**config.mk**
```make
export PLATFORM = sky130hd
export DESIGN_NAME = shift_ctrl
export DESIGN_NICKNAME = d
export VERILOG_FILES = /design/src/rtl/shift_ctrl.sv
export SDC_FILE = /design/constraint.sdc
export NUM_CORES = 1
export LEC_CHECK = 0
export ABC_CLOCK_PERIOD_IN_PS = 2500
export CAP_MARGIN = 40
export CORE_MARGIN = 5
export CORE_UTILIZATION = 65
export CTS_BUF_LIST = sky130_fd_sc_hd__clkbuf_4 sky130_fd_sc_hd__clkbuf_8
export DETAILED_ROUTE_END_ITERATION = 12
export DONT_BUFFER_PORTS = 1
export PLACE_DENSITY_LB_ADDON = 0.3
export SKIP_LAST_GASP = 1
export SYNTH_ARGS = -nofsm -noshare
export SYNTH_HDL_FRONTEND = slang
export SYNTH_SLANG_ARGS = --single-unit
export TNS_END_PERCENT = 10
```
**constraint.sdc**
```tcl
create_clock -name clk -period 2.5 [get_ports clk]
set_input_delay 0.375 -clock clk [delete_from_list [all_inputs] [get_ports clk]]
set_output_delay 0.375 -clock clk [all_outputs]
set_load 0.05 [all_outputs]
```
**src/rtl/shift_ctrl.sv**
```systemverilog
// Serial shift sequencer: parallel word in, LSB-first serial out/in at a programmable bit rate.
// Define PARITY_EN to append an even-parity bit to each frame and check it on receive.
module shift_ctrl #(
    parameter int W   = 8,
    parameter int DIV = 4
) (
    input  logic         clk,
    input  logic         rst,
    input  logic [W-1:0] tx_data,
    input  logic         tx_valid,
    output logic         tx_ready,
    output logic         sdo,
    input  logic         sdi,
    output logic         shift_en,
    output logic         busy,
    output logic [W-1:0] rx_data,
    output logic         rx_valid,
    output logic         rx_perr
);

`ifdef PARITY_EN
    localparam int NB = W + 1;
`else
    localparam int NB = W;
`endif
    localparam int BCW = $clog2(NB + 1);
    localparam int DCW = $clog2(DIV + 1);
    localparam logic [BCW-1:0] BIT_LAST = BCW'(NB - 1);
    localparam logic [DCW-1:0] DIV_LAST = DCW'(DIV - 1);

    typedef enum logic [1:0] {
        IDLE,
        SHIFT,
        DONE
    } state_t;

    state_t         state;
    state_t         state_nxt;
    logic [BCW-1:0] bit_cnt;
    logic [DCW-1:0] div_cnt;
    logic [NB-1:0]  tx_sh;
    logic [NB-1:0]  rx_sh;
    logic [NB-1:0]  tx_word;
    logic           accept;
    logic           tick;
    logic           last_tick;

    // The parity bit rides in the top of the shift word so it goes out after the data bits.
`ifdef PARITY_EN
    assign tx_word = {^tx_data, tx_data};
`else
    assign tx_word = tx_data;
`endif

    assign accept    = (state == IDLE) && tx_valid && tx_ready;
    assign tick      = (state == SHIFT) && (div_cnt == DIV_LAST);
    assign last_tick = tick && (bit_cnt == BIT_LAST);

    always_ff @(posedge clk or negedge rst) begin
        if (!rst) begin
            state <= IDLE;
        end else begin
            state <= state_nxt;
        end
    end

    always_comb begin
        state_nxt = state;
        sdo       = 1'b1;
        shift_en  = 1'b0;
        busy      = 1'b0;
        case (state)
            IDLE: begin
                if (accept) begin
                    state_nxt = SHIFT;
                end
            end
            SHIFT: begin
                sdo      = tx_sh[0];
                shift_en = tick;
                busy     = 1'b1;
                if (last_tick) begin
                    state_nxt = DONE;
                end
            end
            DONE: begin
                busy      = 1'b1;
                state_nxt = IDLE;
            end
            default: begin
                state_nxt = IDLE;
            end
        endcase
    end

    // rx_valid is registered so it coincides with the cycle rx_data first shows the new word.
    always_ff @(posedge clk or negedge rst) begin
        if (!rst) begin
            tx_ready <= 1'b0;
            bit_cnt  <= '0;
            div_cnt  <= '0;
            tx_sh    <= '0;
            rx_sh    <= '0;
            rx_data  <= '0;
            rx_valid <= 1'b0;
        end else begin
            rx_valid <= 1'b0;
            case (state)
                IDLE: begin
                    tx_ready <= ~accept;
                    if (accept) begin
                        tx_sh   <= tx_word;
                        bit_cnt <= '0;
                        div_cnt <= '0;
                    end
                end
                SHIFT: begin
                    if (tick) begin
                        div_cnt <= '0;
                        bit_cnt <= bit_cnt + 1'b1;
                        tx_sh   <= tx_sh >> 1;
                        rx_sh   <= {sdi, rx_sh[NB-1:1]};
                    end else begin
                        div_cnt <= div_cnt + 1'b1;
                    end
                end
                DONE: begin
                    rx_data  <= rx_sh[W-1:0];
                    rx_valid <= 1'b1;
                    tx_ready <= 1'b1;
                    bit_cnt  <= '0;
                end
                default: begin
                    tx_ready <= 1'b0;
                end
            endcase
        end
    end

    // Even parity: XOR over received data plus parity bit is zero for a clean frame.
`ifdef PARITY_EN
    always_ff @(posedge clk or negedge rst) begin
        if (!rst) begin
            rx_perr <= 1'b0;
        end else if (state == DONE) begin
            rx_perr <= ^rx_sh;
        end
    end
`else
    assign rx_perr = 1'b0;
`endif

endmodule

```
==> results.py <==
metrics = {
    "power_and_ir_drop": {
        "p_seq_frac": 0.413,
        "clockPowerShare": 0.228,
        "leakagePower_nw": 0.8477,
        "switching_share": 0.3406,
        "power_density_mw_per_mm2": 1003,
        "internal_power_mw": 1.208,
        "power_switching_uw": 624.1,
        "pwr-share-comb": 0.359,
        "peakVddDrop_v": 0.0009349,
    },
    "sta": {
        "skew_ns": 0.004053,
        "period_share": 0.9131,
        "rsz0062_at_grt": "false",
        "post-route-min-period_ns": 2.283,
        "setup_viol": 0,
        "max_freq_mhz": 438.1,
        "hold_violations": 0,
        "slew_viol_final": 0,
        "fin_tns_setup_ns": 0,
    },
    "floorplanning": {
        "design.core.area_mm2": 0.002455,
        "die_h_um": 60.45,
        "rows": 18,
        "die_x_um": 60.45,
        "ios": 26,
        "start_util": 0.6738,
        "dieArea_mm2": 0.003654,
    },
    "worst_setup_path": {
        "crit_type": "reg2out",
        "crit_fanout": 12,
        "slowest_delay_ns": 0.42,
        "cpMaxStageDelayCell": "ha_1",
        "crit_chain": "inv_1 -> ha_1 -> buf_4 -> nand2_1 -> inv_1 -> buf_4",
        "start_kind": "flip-flop",
        "cp.required_ns": 2.12,
        "critical_path.endpoint_type": "primary output",
        "r2r_setup_slack_ns": 0.52,
        "worstPathArrival_ns": 1.91,
    },
    "yosys": {
        "yosys.area_share.xor_xnor": 0,
        "synth-simple-area-share": 0.07262,
        "synth_area_mm2": 0.001654,
        "syn_nets": 147,
        "synth_compound_area_frac": 0.1165,
        "synth_cell_types": 32,
        "synth_seq_area_share": 0.5295,
        "synth_top_family_by_area": "multiplexers",
        "ys_warn_count": 0,
        "synth.mux.area_fraction": 0.2042,
        "synth_seq_cells": 35,
        "syn_avg_cell_area_um2": 12.82,
        "synth_cells": 129,
        "synth_fa_ha_area_frac": 0.04539,
    },
    "cells_and_area": {
        "diodes": 0,
        "nNetsFinal": 157,
        "final_cell_mix": "dfrtp_1 (35), mux2_2 (30), o21ai_0 (8)",
        "synthToLayoutAreaGrowth_pct": 10.44,
        "final_util": 0.7441,
        "drive_above_1_share": 0.3500,
        "final_common_cell": "dfrtp_1",
    },
    "route": {
        "drc_errors": 0,
        "dr.pass1.iters": 4,
        "via_count": 1052,
        "post_drt_wl_per_cell_um": 17.74,
        "avgViaCountPerCell": 6.188,
        "dr.first_iter.drc_count": 63,
        "drtAntennaViolNets": 0,
        "drt_wl_total_mm": 3.015,
    },
    "clock_tree": {
        "post_cts_buffers": 0,
        "cts_tree": "done",
        "cts_num_sinks": 35,
        "cts.clk_slew.worst_paths_ns": 0.10,
        "htree_levels": 2,
        "cts_made_buffers": 5,
        "ctsHoldBuffers": 2,
        "cts_root_buf": "clkbuf_4",
        "cts.path.max_buffers": 2,
        "post_cts_resized": 0,
        "clock_latency_ns": 0.33,
    },
    "global_route": {
        "grt_pass1_wl_mm": 5.326,
        "grt_usage": 0.2016,
        "grt_max_degree": 36,
        "grt-ovfl-total": 0,
        "grt_pass1_vias": 1096,
        "grt_antenna_before_repair": 0,
    },
    "min_path": {
        "hp-class": "in2reg",
    },
    "outcome": {
        "status": "completed",
    },
    "place": {
        "dp_hpwl_mm": 2.165,
        "port_buffers": 0,
        "routabilityCongestion": 0.8067,
    },
    "flow_run": {
        "cap_violations": 0,
    },
}
cell usage after synthesis:
cell type / n / area [um2]
inv_1: 6 / 22.52
or3_1: 1 / 6.260
o31ai_1: 1 / 7.510
a211oi_4: 1 / 20.02
nand3b_1: 2 / 15.01
o21a_1: 1 / 7.510
o311ai_2: 1 / 16.27
or4_1: 2 / 15.01
mux2_2: 30 / 337.8
o211ai_1: 3 / 22.52
a21oi_1: 1 / 5.000
buf_4: 1 / 7.510
o41ai_1: 1 / 8.760
nand3_1: 4 / 20.02
a21bo_2: 1 / 10.01
nor2_1: 2 / 7.510
clkbuf_1: 1 / 3.750
o311a_1: 1 / 10.01
a32o_1: 1 / 10.01
buf_2: 3 / 15.01
dfrtp_1: 35 / 875.8
a21boi_2: 1 / 11.26
nand2b_1: 4 / 25.02
a211oi_1: 1 / 7.510
nand2_1: 5 / 18.77
nor2b_1: 1 / 6.260
o311ai_0: 1 / 8.760
ha_1: 6 / 75.07
conb_1: 1 / 3.750
nand4_1: 1 / 6.260
o21ai_0: 8 / 40.04
a22oi_1: 1 / 7.510
registers in the layout, indices dropped and copies added (netlist names):
signal / flops
rx_data: 8
rx_sh: 8
tx_sh: 8
bit_cnt: 4
div_cnt: 3
state: 2
rx_valid: 1
tx_ready: 1
layer usage:
layer,GRT usage,vias to the layer above,share of wire
met3,0.07872,4,0.082
met1,0.2570,515,0.41
met4,0.06502,0,0.0076
li1,-,489,-
met5,0,-,0
met2,0.3194,44,0.50
metrics by stage:
step | worst slack, ns | area [um2] | std cells | hold slack, ns | power (mW)
2_1_floorplan | 0.6081 | 1654 | 129 | 0.07941 | 1.265
3_3_place_gp | 0.6167 | 1710 | 160 | 0.08037 | 1.370
3_5_place_dp | 0.5636 | 1710 | 160 | 0.08039 | 1.404
4_1_cts | 0.2260 | 1827 | 170 | 0.1765 | 1.843
5_1_grt | 0.08390 | 1827 | 170 | 0.1712 | 1.950
6_report | 0.2173 | 1827 | 170 | 0.1909 | 1.832
final cells by class:
type                       instances  area, um2
inverter                           6      22.52
clock buffer                       6      51.30
fill                             156      628.1
clock inverter                     2      35.03
timing repair buffer               8      75.07
multi-input combinational         83      729.5
sequential                        35      875.8
tap                               30      37.54
critical path: cells and delay by family (launching register included):
family                     cells  cell delay [ns]
DFF                            1             0.41
buffers and inverters          4             0.64
and+or+nand+nor                1             0.10
adders and majority gates      1             0.42
worst paths after layout:
check | endpoint | startpoint | cells after the start
setup / recovery | shift_en | state[1] | 6
hold / removal | rx_sh[7] | sdi | 1
setup reg to reg | tx_sh[2] | state[1] | 5
hold reg to reg | div_cnt[0] | div_cnt[0] | 1
max in group asynchronous | rx_data[0] | rst | 2
min in group asynchronous | bit_cnt[0] | rst | 2
cell families (layout without fill, tap and decap cells):
kind of cell    after synthesis  count (layout)
fa+ha+maj                     6               6
simple gates                 22              22
compound gates               24              24
other cells                   1               1
mux                          30              30
buf+inv                      11              22
flops                        35              35
power groups by stage:
stage	clock network, mW	logic [mW]	registers, mW
after floorplan	0	0.484	0.780
after global placement	0	0.611	0.759
after detailed placement	0	0.637	0.768
after CTS	0.430	0.656	0.757
after global routing	0.455	0.721	0.774
final	0.418	0.657	0.757
No activity file was read; power rests on OpenSTA's default activity.
